<file path="config.mk">
export PLATFORM = sky130hd
export DESIGN_NAME = keypad_score_entry
export DESIGN_NICKNAME = d
export VERILOG_FILES = /design/src/rtl/keypad_score_entry.sv
export SDC_FILE = /design/constraint.sdc
export NUM_CORES = 1
export LEC_CHECK = 0
export ABC_AREA = 1
export ABC_CLOCK_PERIOD_IN_PS = 4600
export CELL_PAD_IN_SITES_DETAIL_PLACEMENT = 1
export CELL_PAD_IN_SITES_GLOBAL_PLACEMENT = 2
export CORE_ASPECT_RATIO = 0.9
export CORE_MARGIN = 2
export CORE_UTILIZATION = 35
export CTS_BUF_LIST = sky130_fd_sc_hd__clkbuf_16
export DETAILED_ROUTE_END_ITERATION = 6
export PLACE_DENSITY_LB_ADDON = 0.3
export SYNTH_ARGS = -nofsm -noshare
export SYNTH_HDL_FRONTEND = slang
export SYNTH_SLANG_ARGS = --single-unit
</file>
<file path="constraint.sdc">
create_clock -name clk -period 4.6 [get_ports clk]
set_input_delay 1.15 -clock clk [delete_from_list [all_inputs] [get_ports clk]]
set_output_delay 1.15 -clock clk [all_outputs]
set_load 0.01 [all_outputs]
</file>
<file path="src/rtl/keypad_score_entry.sv">
// 4x4 keypad scanner with debounce and a 0..100 score entry buffer.
// Define SCORE_STEP10_EN to accept only scores that are multiples of ten.
module keypad_score_entry #(
    parameter int SCAN_DIV     = 1000,
    parameter int DEBOUNCE_CNT = 20000
) (
    input  logic        clk,
    input  logic        RST,
    input  logic [3:0]  KEY_ROW,
    output logic [3:0]  KEY_COL,
    output logic [6:0]  score,
    output logic        score_valid,
    output logic        entry_err,
    output logic [11:0] entry_bcd
);

    localparam int SW = $clog2(SCAN_DIV + 1);
    localparam int DW = $clog2(DEBOUNCE_CNT + 1);

    typedef enum logic [1:0] {SCAN, DEBOUNCE, ACCEPT, RELEASE} state_t;

    state_t        state;
    logic [SW-1:0] scan_cnt;
    logic [DW-1:0] deb_cnt;
    logic [3:0]    row_cap;
    logic [1:0]    col;
    logic [9:0]    acc;
    logic [1:0]    count;

    logic [1:0] row_idx;
    logic       is_digit;
    logic       is_clear;
    logic       is_enter;
    logic [3:0] digit;
    logic       enter_ok;

    // Lowest-index low row wins when several rows are low together.
    always_comb begin
        row_idx = 2'd3;
        if (!row_cap[2]) row_idx = 2'd2;
        if (!row_cap[1]) row_idx = 2'd1;
        if (!row_cap[0]) row_idx = 2'd0;
    end

    always_comb begin
        is_digit = 1'b0;
        is_clear = 1'b0;
        is_enter = 1'b0;
        digit    = 4'd0;
        if (col != 2'd3) begin
            if (row_idx != 2'd3) begin
                is_digit = 1'b1;
                digit    = {2'b0, row_idx} * 4'd3 + {2'b0, col} + 4'd1;
            end else if (col == 2'd0) begin
                is_clear = 1'b1;
            end else if (col == 2'd1) begin
                is_digit = 1'b1;
            end else begin
                is_enter = 1'b1;
            end
        end
    end

`ifdef SCORE_STEP10_EN
    assign enter_ok = (count != 2'd0) && (acc <= 10'd100)
                      && ((acc % 10'd10) == 10'd0);
`else
    assign enter_ok = (count != 2'd0) && (acc <= 10'd100);
`endif

    always_ff @(posedge clk or posedge RST) begin
        if (RST) begin
            state       <= SCAN;
            scan_cnt    <= '0;
            deb_cnt     <= '0;
            row_cap     <= 4'hF;
            col         <= 2'd0;
            KEY_COL     <= 4'b1110;
            acc         <= 10'd0;
            count       <= 2'd0;
            score       <= 7'd0;
            score_valid <= 1'b0;
            entry_err   <= 1'b0;
            entry_bcd   <= 12'd0;
        end else begin
            score_valid <= 1'b0;
            unique case (state)
                SCAN: begin
                    if (scan_cnt == SW'(SCAN_DIV - 1)) begin
                        scan_cnt <= '0;
                        if (KEY_ROW != 4'hF) begin
                            row_cap <= KEY_ROW;
                            deb_cnt <= '0;
                            state   <= DEBOUNCE;
                        end else begin
                            col     <= col + 2'd1;
                            KEY_COL <= {KEY_COL[2:0], KEY_COL[3]};
                        end
                    end else begin
                        scan_cnt <= scan_cnt + SW'(1);
                    end
                end
                DEBOUNCE: begin
                    if (KEY_ROW == row_cap) begin
                        if (deb_cnt == DW'(DEBOUNCE_CNT - 1)) begin
                            deb_cnt <= '0;
                            state   <= ACCEPT;
                        end else begin
                            deb_cnt <= deb_cnt + DW'(1);
                        end
                    end else begin
                        deb_cnt  <= '0;
                        scan_cnt <= '0;
                        col      <= col + 2'd1;
                        KEY_COL  <= {KEY_COL[2:0], KEY_COL[3]};
                        state    <= SCAN;
                    end
                end
                ACCEPT: begin
                    deb_cnt <= '0;
                    state   <= RELEASE;
                    if (is_digit) begin
                        if (count == 2'd3) begin
                            entry_err <= 1'b1;
                        end else begin
                            acc       <= acc * 10'd10 + {6'd0, digit};
                            entry_bcd <= {entry_bcd[7:0], digit};
                            count     <= count + 2'd1;
                        end
                    end else if (is_clear) begin
                        acc       <= 10'd0;
                        count     <= 2'd0;
                        entry_bcd <= 12'd0;
                        entry_err <= 1'b0;
                    end else if (is_enter) begin
                        if (enter_ok) begin
                            score       <= acc[6:0];
                            score_valid <= 1'b1;
                            entry_err   <= 1'b0;
                        end else begin
                            entry_err   <= 1'b1;
                        end
                        acc       <= 10'd0;
                        count     <= 2'd0;
                        entry_bcd <= 12'd0;
                    end
                end
                RELEASE: begin
                    // Any low row restarts the release count.
                    if (KEY_ROW == 4'hF) begin
                        if (deb_cnt == DW'(DEBOUNCE_CNT - 1)) begin
                            deb_cnt  <= '0;
                            scan_cnt <= '0;
                            col      <= col + 2'd1;
                            KEY_COL  <= {KEY_COL[2:0], KEY_COL[3]};
                            state    <= SCAN;
                        end else begin
                            deb_cnt <= deb_cnt + DW'(1);
                        end
                    end else begin
                        deb_cnt <= '0;
                    end
                end
                default: state <= SCAN;
            endcase
        end
    end

endmodule

</file>
## After elaboration in Yosys (flattened, before gate mapping)

Cells that the tools add are included.

| word-level totals | value |
|---|---|
| flip-flop bits (word level) | 70 |
| memory bits (writable) | 0 |
| word-level logic and storage cells | 127 |
| input bits | 6 |
| bits in latches | 0 |
| output and inout bits | 25 |
| ROM bits | 0 |
| memories | 0 |

| cells by class | value |
|---|---|
| mux-type cells | 68 |
| reduce and logical (&&, ||, !) cells | 14 |
| eq/ne operators | 21 |
| shifts and indexed selects | 0 |
| add/sub/neg operators | 7 |
| multiply operators | 2 |
| bitwise operators | 2 |
| divide/modulo/power cells | 0 |
| order comparisons | 1 |

Operator list:

| kind | count |
|---|---|
| 10-bit two-way mux | 8 |
| 15-bit two-way mux | 5 |
| 15-bit one-hot mux with 4 select lines | 1 |
| 12-bit two-way mux | 4 |
| 2-bit two-way mux | 17 |
| 10-bit one-hot mux with 3 select lines | 1 |
| 4-bit two-way mux | 7 |
| 1-bit two-way mux | 22 |
| 2-bit != test, second input constant | 9 |
| 15-bit by 1-bit adder with 15-bit output, second input constant | 1 |
| 15-bit equality test, second input constant | 1 |
| 4-bit one-hot mux with 3 select lines | 1 |
| 10-bit by 1-bit adder with 10-bit output, second input constant | 1 |
| 10-bit by 4-bit adder with 10-bit output | 1 |
| 10-bit equality test, second input constant | 1 |
| 10-bit by 7-bit <= comparator with 1-bit output, second input constant | 1 |
| 10-bit by 3-bit multiplier with 9-bit output, second input constant | 1 |
| 5-bit AND reduction | 2 |
| 3-bit AND reduction | 3 |
| 2-bit one-hot mux with 4 select lines | 1 |
| 2-bit equality test, second input constant | 3 |
| 2-bit one-hot mux with 3 select lines | 1 |
| 6-bit AND reduction | 1 |
| 3-bit nonzero test | 2 |
| other kinds (16) | 20 |

## Logic depth before layout (Yosys ltp)

| logic depth | value |
|---|---|
| depth in word-level cells | 11 |
| gate-level depth with buffers | 18 |
| depth with buffers taken out | 18 |

## Worst setup path after synthesis

No wires, ideal clock.

| timing path | value |
|---|---|
| kind | reg-to-reg |
| from | register row_cap[1] |
| to | register acc[9] |
| library setup time | 0.117 ns |
| data required time | 4.483 ns |
| cell stages (with the launch flop) | 16 |
| clock period less this slack | 3.167 ns |
| data arrival time | 3.050 ns |
| buffers on the path | 0 |
| setup slack | 1.433 ns |
| cells stage by stage | dfstp_2 a21oi_1 fa_1 inv_1 fa_1 nor3_1 ha_1 fa_1 nand2_1 inv_1 o21ai_0 nor2_1 nand3_1 nand2_1 nand3_1 nand2_1 |

| between the ends | value |
|---|---|
| cells in the longest elaborated chain, start to end | 10 |
| elaborated cells between the ends (all ways) | 21 |
| those cells by class | add/sub: 3; mul: 1; eq/ne: 2; mux: 13; reduce/logical: 2 |

RTL lines:

| element | RTL line | source |
|---|---|---|
| from (decl) | 25 | `logic [3:0] row_cap;` |
| from (signal assigned) | 76 | `row_cap <= 4'hF;` |
| from (signal assigned) | 92 | `row_cap <= KEY_ROW;` |
| 2-bit two-way mux * | 41 | `if (!row_cap[1]) row_idx = 2'd1;` |
| 2-bit two-way mux * | 42 | `if (!row_cap[0]) row_idx = 2'd0;` |
| 2-bit by 2-bit multiplier with 4-bit output | 53 | `digit = {2'b0, row_idx} * 4'd3 + {2'b0, col} + 4'd1;` |
| 4-bit by 2-bit adder with 4-bit output | 53 |  |
| 4-bit by 1-bit adder with 4-bit output | 53 |  |
| 4-bit two-way mux | 51 | `if (row_idx != 2'd3) begin` |
| 4-bit two-way mux | 50 | `if (col != 2'd3) begin` |
| 10-bit by 4-bit adder with 10-bit output | 126 | `acc <= acc * 10'd10 + {6'd0, digit};` |
| 10-bit two-way mux | 123 | `if (count == 2'd3) begin` |
| 10-bit two-way mux | 122 | `if (is_digit) begin` |
| to (signal assigned) | 126 |  |
| to (decl) | 27 | `logic [9:0] acc;` |

Every way passes the cells marked *; elsewhere a longest branch is shown, timed or not. The select of a mux whose other input is x is not followed.
A chain may end at the register's enable or synchronous reset.

## Worst setup path in the final report

| timing path | value |
|---|---|
| from | register row_cap[0] |
| to | register acc[9] |

| between the ends | value |
|---|---|
| cells in the longest elaborated chain, start to end | 9 |
| elaborated cells between the ends (all ways) | 20 |
| those cells by class | add/sub: 3; mul: 1; eq/ne: 2; mux: 12; reduce/logical: 2 |

RTL lines:

| element | RTL line |
|---|---|
| 2-bit two-way mux * | 42 |
| 2-bit by 2-bit multiplier with 4-bit output | 53 |
| 4-bit by 2-bit adder with 4-bit output | 53 |
| 4-bit by 1-bit adder with 4-bit output | 53 |
| 4-bit two-way mux | 51 |
| 4-bit two-way mux | 50 |
| 10-bit by 4-bit adder with 10-bit output | 126 |
| 10-bit two-way mux | 123 |
| 10-bit two-way mux | 122 |

Marks and branches as above.

==> metrics.cfg <==
[run_status]
status=finished, final reports clean

[cells_and_area]
area_growth_syn_to_layout_pct=16.0
regArea_um2=1740
nFillCells=1552
insertedDiodeCount=0
layout_common_cells=nand2_1, inv_1, dfrtp_1
multiInputGateArea_um2=2290
final_nets=659
drive_above_1_share=0.100
final_common_cell=nand2_1

[floorplan]
start_util=0.356
die-height_um=111
io_pins=31
dieArea_um2=13700
core_area_um2=12600
fp.dieW_um=123
fp-row-count=39

[cts]
cts.sinks=69
cts.clk_slew.worst_paths_ps=60
cts_resized=0
htreeDepth=3
ctsHoldBuffers=0
ctsRootBufferMaster=clkbuf_16
clock_latency_ps=340
post_cts_buffers=0
cts_buffer_depth=2
cts_tree=yes
cts_made_buffers=9

[timing]
slew_headroom=0.450
setup_viol=0
worst_pin_slew_ps=823
rsz0062_at_grt=false
min_period_ps=3620
final_min_period_over_clock_period=0.787
fmax_mhz=276
hold_ws_ps=473
finalHoldViolations=0
setup_tns_ps=0
skew_ps=5.66
slew_viol_final=0

[global_routing]
grt_pass1_vias=3999
grt_antenna_before_repair=0
grt_pass1_wl_mm=19.3
overflow=0
grt_max_degree=38
grt_usage=0.177

[routing]
drt-initial-drc-count=135
drc_errors=0
first_pass_iters=4
ant_nets=0
vias=3872
viasPerCell=4.88
drt_wl_total_mm=11.0
routedWlPerCell_um=13.9

[worst_setup_path]
crit_path_start_kind=flop
worstSetupPathType=flop to flop
crit_path_frequent_cell=inv_1
crit_fanout=4
r2r-start=row_cap[0]
startpoint=row_cap[0]
cp-end-kind=flop
worstPathCellList=inv_1, a21oi_1, fa_1, inv_1, fa_1, nor3_1, ha_1, fa_1, nand2_1, inv_1, o21ai_0, nor2_1, nand3_1, inv_1, nand2_1, nand3_1, nand2_1
critPathRequiredTime_ps=4830
cp_slowest_cell=dfstp_2
slowest_delay_ps=550
crit_arrival_ps=3850

[worst_hold_path]
hold_class=flop to flop
worstHoldStart=KEY_COL[3]

[synth]
synthesis.area_um2=4480
ys_ff_latch=69
yosysSeqAreaShare=0.387
synth_area_per_cell_um2=7.57
ys_types=41
yosys_warnings=0
syn_nets=627
syn_inst=592

[placement]
io_buffers=30
dp_hpwl_mm=8.52
gp_congestion=0.802

[power_and_ir_drop]
leakagePower_nw=2.53
vdd_ir_drop_max_v=0.000226
pwr_density_cell_nw_per_um2=444

[flow_run]
drv_cap=0

[critical path: cells and delay by family, from the launching register on]
kind	cells	cell delay (ps)
AND/OR/NAND/NOR	7	790
adder cells (fa/ha/maj)	4	1400
buffers and inverters	4	280
AO/OA/AOI/OAI	2	460
flip-flops	1	550
[flip-flops by register name, summed over array words and instances (netlist names), named ones only]
name	flops
row_cap	4
score	7
KEY_COL	4
acc	9
score_valid	1
col	2
count	2
state	1
deb_cnt	15
entry_err	1
scan_cnt	10
entry_bcd	12
[final cells by class]
type / count / share of cell area
Timing Repair Buffer: 32 / 0.0630
Multi-Input combinational cell: 418 / 0.441
Clock inverter: 7 / 0.00987
Tap cell: 164 / 0.0395
Inverter: 94 / 0.0693
Sequential cell: 69 / 0.334
Clock buffer: 9 / 0.0433
[logic make-up after synthesis]
family | synth area share
simple gates | 0.306
compound gates | 0.104
xor+xnor | 0.0137
flops | 0.387
buf+inv | 0.101
fa+ha+maj | 0.0876
[routing by layer]
| metal | share of wire | global-route usage | vias up |
|---|---|---|---|
| li1 | - | - | 1969 |
| met5 | 0 | 0 | - |
| met1 | 0.49 | 0.227 | 1864 |
| met4 | 0.015 | 0.0591 | 0 |
| met2 | 0.47 | 0.294 | 30 |
| met3 | 0.027 | 0.0384 | 9 |
[synth_stat cells (all sizes together)]
master / count / share of area
nand4: 20 / 0.031
nand2: 179 / 0.16
nor3: 9 / 0.010
nand3: 47 / 0.057
xor2: 6 / 0.012
o211ai: 3 / 0.0050
nor2: 43 / 0.039
o31ai: 1 / 0.0028
nand3b: 4 / 0.0067
or2: 2 / 0.0028
dfstp: 7 / 0.041
fa: 4 / 0.018
inv: 94 / 0.080
dfrtp: 62 / 0.35
nor4: 2 / 0.0042
clkbuf: 1 / 0.00084
xnor2: 1 / 0.0020
a21oi: 17 / 0.021
o21ai: 44 / 0.059
buf: 10 / 0.020
o21bai: 2 / 0.0033
ha: 25 / 0.070
o22ai: 9 / 0.013
[where the power goes]
part	total, mW	internal (mW)	switching [mW]	leakage [nW]
clock network	0.641	0.366	0.275	0.133
logic	0.843	0.319	0.524	1.48
registers	0.823	0.707	0.117	0.920
total	2.31	1.39	0.916	2.53
[per-stage QoR]
stage	worst slack (ps)	power, mW	util	cells	cell area (um2)
floorplan	1430	1.45	-	592	4480
global placement	1150	1.67	0.391	777	4920
detailed placement	955	1.69	0.391	777	4920
CTS	936	2.36	0.413	793	5200
global route	620	2.51	0.413	793	5200
finish	978	2.31	0.413	793	5200
[final timing paths]
kind	endpoint	slack, ps	cells after the start
setup / recovery	acc[9]	980	17
min in group asynchronous	entry_bcd[8]	1290	2
hold reg to reg	KEY_COL[3]	470	2
hold / removal	KEY_COL[3]	470	2
setup reg to reg	acc[9]	980	17
max in group asynchronous	row_cap[0]	2560	3
(Power assumes the default switching activity.)
==> patch 1, RTL diff (same settings) <==
Set the parameter `DEBOUNCE_CNT` to 10000 (it was 20000).
--- a/src/rtl/keypad_score_entry.sv
+++ b/src/rtl/keypad_score_entry.sv
@@ -4,3 +4,3 @@
     parameter int SCAN_DIV     = 1000,
-    parameter int DEBOUNCE_CNT = 20000
+    parameter int DEBOUNCE_CNT = 10000
 ) (
Check against the original RTL: no difference found for any inputs over 10 cycles, from zero or initial values and one cycle with RST high; that may be too few to reach the edited logic, so the function may still have changed.
==> patch 1 against the unedited design <==
Setup slack improved by 0.072 ns; power decreased by 17%; cell area decreased by 1.2%; worst hold slack improved by 0.0099 ns; global-route usage increased by 0.55 points; sequential cell count decreased by 1; utilization decreased by 0.35 points; clock skew decreased by 0.00072 ns; sequential share of layout area decreased by 0.073 points; wire length increased by 3.0%; area after synthesis decreased by 0.98%; maximum frequency increased by 2.0%; first-iteration DRC count increased by 41%; largest cell class unchanged; highest routed layer unchanged.
==> patch 1: results (changes against the unedited design) <==
GRT_PASS1_WL_MM=19.6  # +1.9%
WORSTPATHARRIVAL_NS=3.78  # -0.07 ns
DRTITER0DRC=190  # +41%
CLK_PATH_BUF_DEPTH=2  # unchanged
LEAKAGEPOWER_uW=0.00250  # -1.2%
ROUTE.VIAS.TOTAL=3916  # +1.1%
INSERTION_DELAY_TO_THE_LATER_SINK_OF_THE_WORST_SKEW_PAIR_NS=0.34  # about the same
SYNTH_COMMON_CELLS='158 x nand2_1, 83 x inv_1, 61 x dfrtp_1, 61 x nand3_1, 51 x nor2_1'
NUMCTSBUFFERS=9  # unchanged
CLKTRANSATPATHREGS_NS=0.05
POST_CTS.REPAIR.SETUP_BUFFERS=0  # unchanged
PLACEMENT.IO_BUFFERS=30  # unchanged
FILLERINSTANCES=1556  # +0.26%
WL_MM=11.3  # +3.0%
SYNTH.DISTINCT_CELLS=39  # -4.9%
PIN_COUNT_OF_THE_BIGGEST_NET_ENTERING_GLOBAL_ROUTING=37  # -2.6%
WORST-PATH-MAX-FANOUT=3  # -1
FINALCLOCKSKEW_NS=0.00494  # -0.000716 ns
WORST_PATH_MAX_DELAY_CELL='dfstp_2'
FIN_CELLS=787  # -0.76%
YOSYS_WARNINGS=0  # unchanged
SYNTH_SEQ_AREA_SHARE=0.385  # -0.00182
NUMBER_OF_ANTENNA_VIOLATIONS_AT_THE_FIRST_CHECK_IN_GLOBAL_ROUTING=0  # unchanged
LARGEST_REGISTERS='deb_cnt (14), entry_bcd (12), scan_cnt (10)'
FIRSTDRTPASSITERS=4  # unchanged
TIMING.CRITICAL_PATH.MAX_DELAY_FAMILY='adder cells'
CTS.ROOT.BUFFER_CELL='clkbuf_16'
GROUTE.LAYER.MET1.USAGE=0.250  # +0.0233
SWSHARE=0.392  # -0.00472
DP_HPWL_MM=8.80  # +3.3%
PLACE.DETAILED.INSTANCES=771  # -0.77%
GLOBAL_ROUTE.USAGE.TOTAL=0.183  # +0.00550
VDD_DROP_MAX_uV=229  # +1.0%
MIN-DELAY-PATH-CLASS='reg -> reg'
SLEW-LIMIT-HEADROOM=0.484  # +0.0339
USE_MET3=0.0478  # +0.00942
N_ANTENNA_CELL=0  # unchanged
GRT_PASS1_VIAS=4048  # +1.2%
LAYOUT-DRIVE-GT1-SHARE=0.0947  # -0.00546
NNETSFINAL=653  # -0.91%
POST_SYNTH_MAIN_AREA_CONTRIBUTORS='dfrtp_1 34%, nand2_1 13%, ha_1 7.0%'
POST_SYNTH_INST_COUNT=587  # -0.84%
POSTCTSRESIZEDCELLS=0  # unchanged
WORST_PATH_LARGEST_CELL_DELAY_NS=0.53  # -0.02 ns
SYN_NETS=622  # -0.80%
PLACEDINSTANCEAREA_UM2=4880  # -0.97%
ROUTE.ANTENNA.REMAINING_NETS=0  # unchanged
ASYNCSETRESETFLOPFRACSYNTH=1.00  # unchanged
GPL.FINAL_WEIGHTED_CONGESTION=0.793  # -1.2%
OUTCOME='finished, final reports clean'
GLOBAL_ROUTE.USAGE.MET2=0.279  # -0.0149
CTS_MAX_LEVEL=3  # unchanged
PLACE_WORST_SETUP_SLACK_NS=1.07  # +0.114 ns
patch 1: logic make-up (layout without fill, tap and decap cells):
kind of cell,after synthesis,count (layout),share of synthesized area
flip-flops,68,68,0.385
buffers and inverters,98,134,0.0936
AO/OA/AOI/OAI,64,64,0.0888
adder cells (fa/ha/maj),29,29,0.0885
AND/OR/NAND/NOR,320,320,0.328
XOR/XNOR,8,8,0.0158
patch 1: layer usage:
layer | vias to the layer above | share of wire | wire length, um
li1 | 1954 | - | -
met1 | 1903 | 0.50 | 5630
met2 | 48 | 0.45 | 5140
met3 | 11 | 0.035 | 392
met4 | 0 | 0.014 | 163
met5 | - | 0 | 0
patch 1: layout make-up:
| cell class | instances | area (um^2) | area share |
|---|---|---|---|
| clock inverter | 7 | 35.0 | 0.00682 |
| inverter | 87 | 327 | 0.0636 |
| multi-input combinational | 421 | 2310 | 0.450 |
| timing repair buffer | 31 | 320 | 0.0624 |
| tap | 164 | 205 | 0.0400 |
| clock buffer | 9 | 225 | 0.0438 |
| sequential | 68 | 1710 | 0.333 |
patch 1: final timing paths:
check                            from          end  cells past startpoint  slack, ns
max                        row_cap[2]       acc[9]                     17       1.05
min                        KEY_COL[2]   KEY_COL[2]                      2       0.48
max reg2reg                row_cap[2]       acc[9]                     17       1.05
min reg2reg                KEY_COL[2]   KEY_COL[2]                      2       0.48
max in group asynchronous         RST       acc[7]                      3       2.67
min in group asynchronous         RST  score_valid                      2       1.27
patch 1: power groups by stage:
stage	Clock (uW)	Sequential, uW	Combinational, uW
global placement	0	742	551
floorplan	0	687	504
CTS	641	733	573
global route	663	744	651
finish	620	732	560
detailed placement	0	743	569
==> patch 2, RTL diff (same settings) <==
Made on the original files. Encoding of `state_t`: now Gray code (2 bits for 4 states).
--- a/src/rtl/keypad_score_entry.sv
+++ b/src/rtl/keypad_score_entry.sv
@@ -19,3 +19,3 @@
 
-    typedef enum logic [1:0] {SCAN, DEBOUNCE, ACCEPT, RELEASE} state_t;
+    typedef enum logic [1:0] {SCAN = 2'b00, DEBOUNCE = 2'b01, ACCEPT = 2'b11, RELEASE = 2'b10} state_t;
 
Formal check against the unedited RTL: same outputs for any inputs over 10 cycles, from zero or initial values and one cycle with RST high; not proved beyond that.
==> patch 2 against the unedited design <==
Die area grew 1.2%; critical endpoint unchanged; setup slack gained 0.016 ns; utilization grew 0.16 points; area after synthesis grew 1.2%; largest cell class unchanged; wire length grew 4.2%; non-clock buffer count is the same; sequential cell count is the same; global-route usage grew 0.26 points; cell area grew 1.2%.
Power is not compared: it rests on default switching activity, and its combinational part moved more than twofold at a synthesized area within 25%.
==> patch 2: results (changes against the unedited design) <==
OUTCOME='finished, final reports clean'
MULTI_INPUT_AREA_SHARE=0.447  # +0.00614
POST_SYNTH_MAIN_AREA_CONTRIBUTORS='dfrtp_1 34%, nand2_1 12%, ha_1 8.5%'
SH_SEQ_AREA=0.330  # -0.00381
SYNTH-ADDER-AREA-SHARE=0.103  # +0.0155
GROUTE.LAYER.MET1.USAGE=0.252  # +0.0254
WL_PER_CELL_UM=14.8  # +6.5%
SYNTH.CELL_AREA_UM2=4540  # +1.2%
M1WIRELENGTH_MM=5.65  # +4.5%
TIMING_WORST_SLEW_PIN_VALUE_NS=0.832  # +0.00918 ns
DETAILROUTE.WIRELENGTH.MET3_UM=393  # +34%
GPL.FINAL_WEIGHTED_CONGESTION=0.809  # +0.90%
SYNTH_SEQ_AREA_SHARE=0.382  # -0.00470
NNETSFINAL=648  # -1.7%
SYNTH-COMPOUND-AREA-SHARE=0.112  # +0.00783
SYNTH.DISTINCT_CELLS=42  # +2.4%
INVERTERS_EXCL_CLOCK=92  # -2.1%
GRT_PASS1_VIAS=3974  # -0.63%
FILLERINSTANCES=1568  # +1.0%
AREA_SHARE_NONCLK_BUFFERS=0.0599  # -0.00310
FINALCLOCKSKEW_NS=0.00882  # +0.00316 ns
DETAILED_ROUTE_WIRELENGTH_ON_METAL2_MM=5.29  # +3.2%
DP_HPWL_MM=8.89  # +4.3%
PLACE_WORST_SETUP_SLACK_NS=0.971  # +0.0163 ns
GLOBAL_ROUTE.USAGE.TOTAL=0.180  # +0.00261
SETUP.REG_TO_REG.WORST_SLACK_NS=0.99  # +0.02 ns
DRTITER0DRC=125  # -7.4%
GLOBAL_ROUTE.USAGE.MET2=0.281  # -0.0132
XOR_AND_XNOR_FRACTION_OF_THE_MAPPED_NETLIST_AREA=0.0116  # -0.00210
CLOCK_CELL_AREA_SHARE=0.0571  # +0.00391
-- patch 2: cell types whose count changed after synthesis, sizes merged, moves of 4 or more --
cell	before	now
inv	94	90
nand2	179	160
ha	25	31
a21oi	17	11
or2	2	6
nor2	43	50
nand3	47	43
o21ai	44	50
-- patch 2: power breakdown --
group	total [uW]	leakage (uW)	switching (uW)	internal, uW
logic	25.5	0.00148	18.6	6.94
clock network	712	0.000144	289	422
registers	607	0.000888	0	607
total	1340	0.00251	308	1040
-- patch 2: through the flow --
| step | hold slack (ns) | cell area [um^2] | cells |
|---|---|---|---|
| 3_5_place_dp | 0.480 | 4960 | 760 |
| 3_3_place_gp | 0.465 | 4960 | 760 |
| 4_1_cts | 0.490 | 5260 | 776 |
| 6_report | 0.484 | 5260 | 776 |
| 5_1_grt | 0.502 | 5260 | 776 |
| 2_1_floorplan | 0.451 | 4540 | 575 |
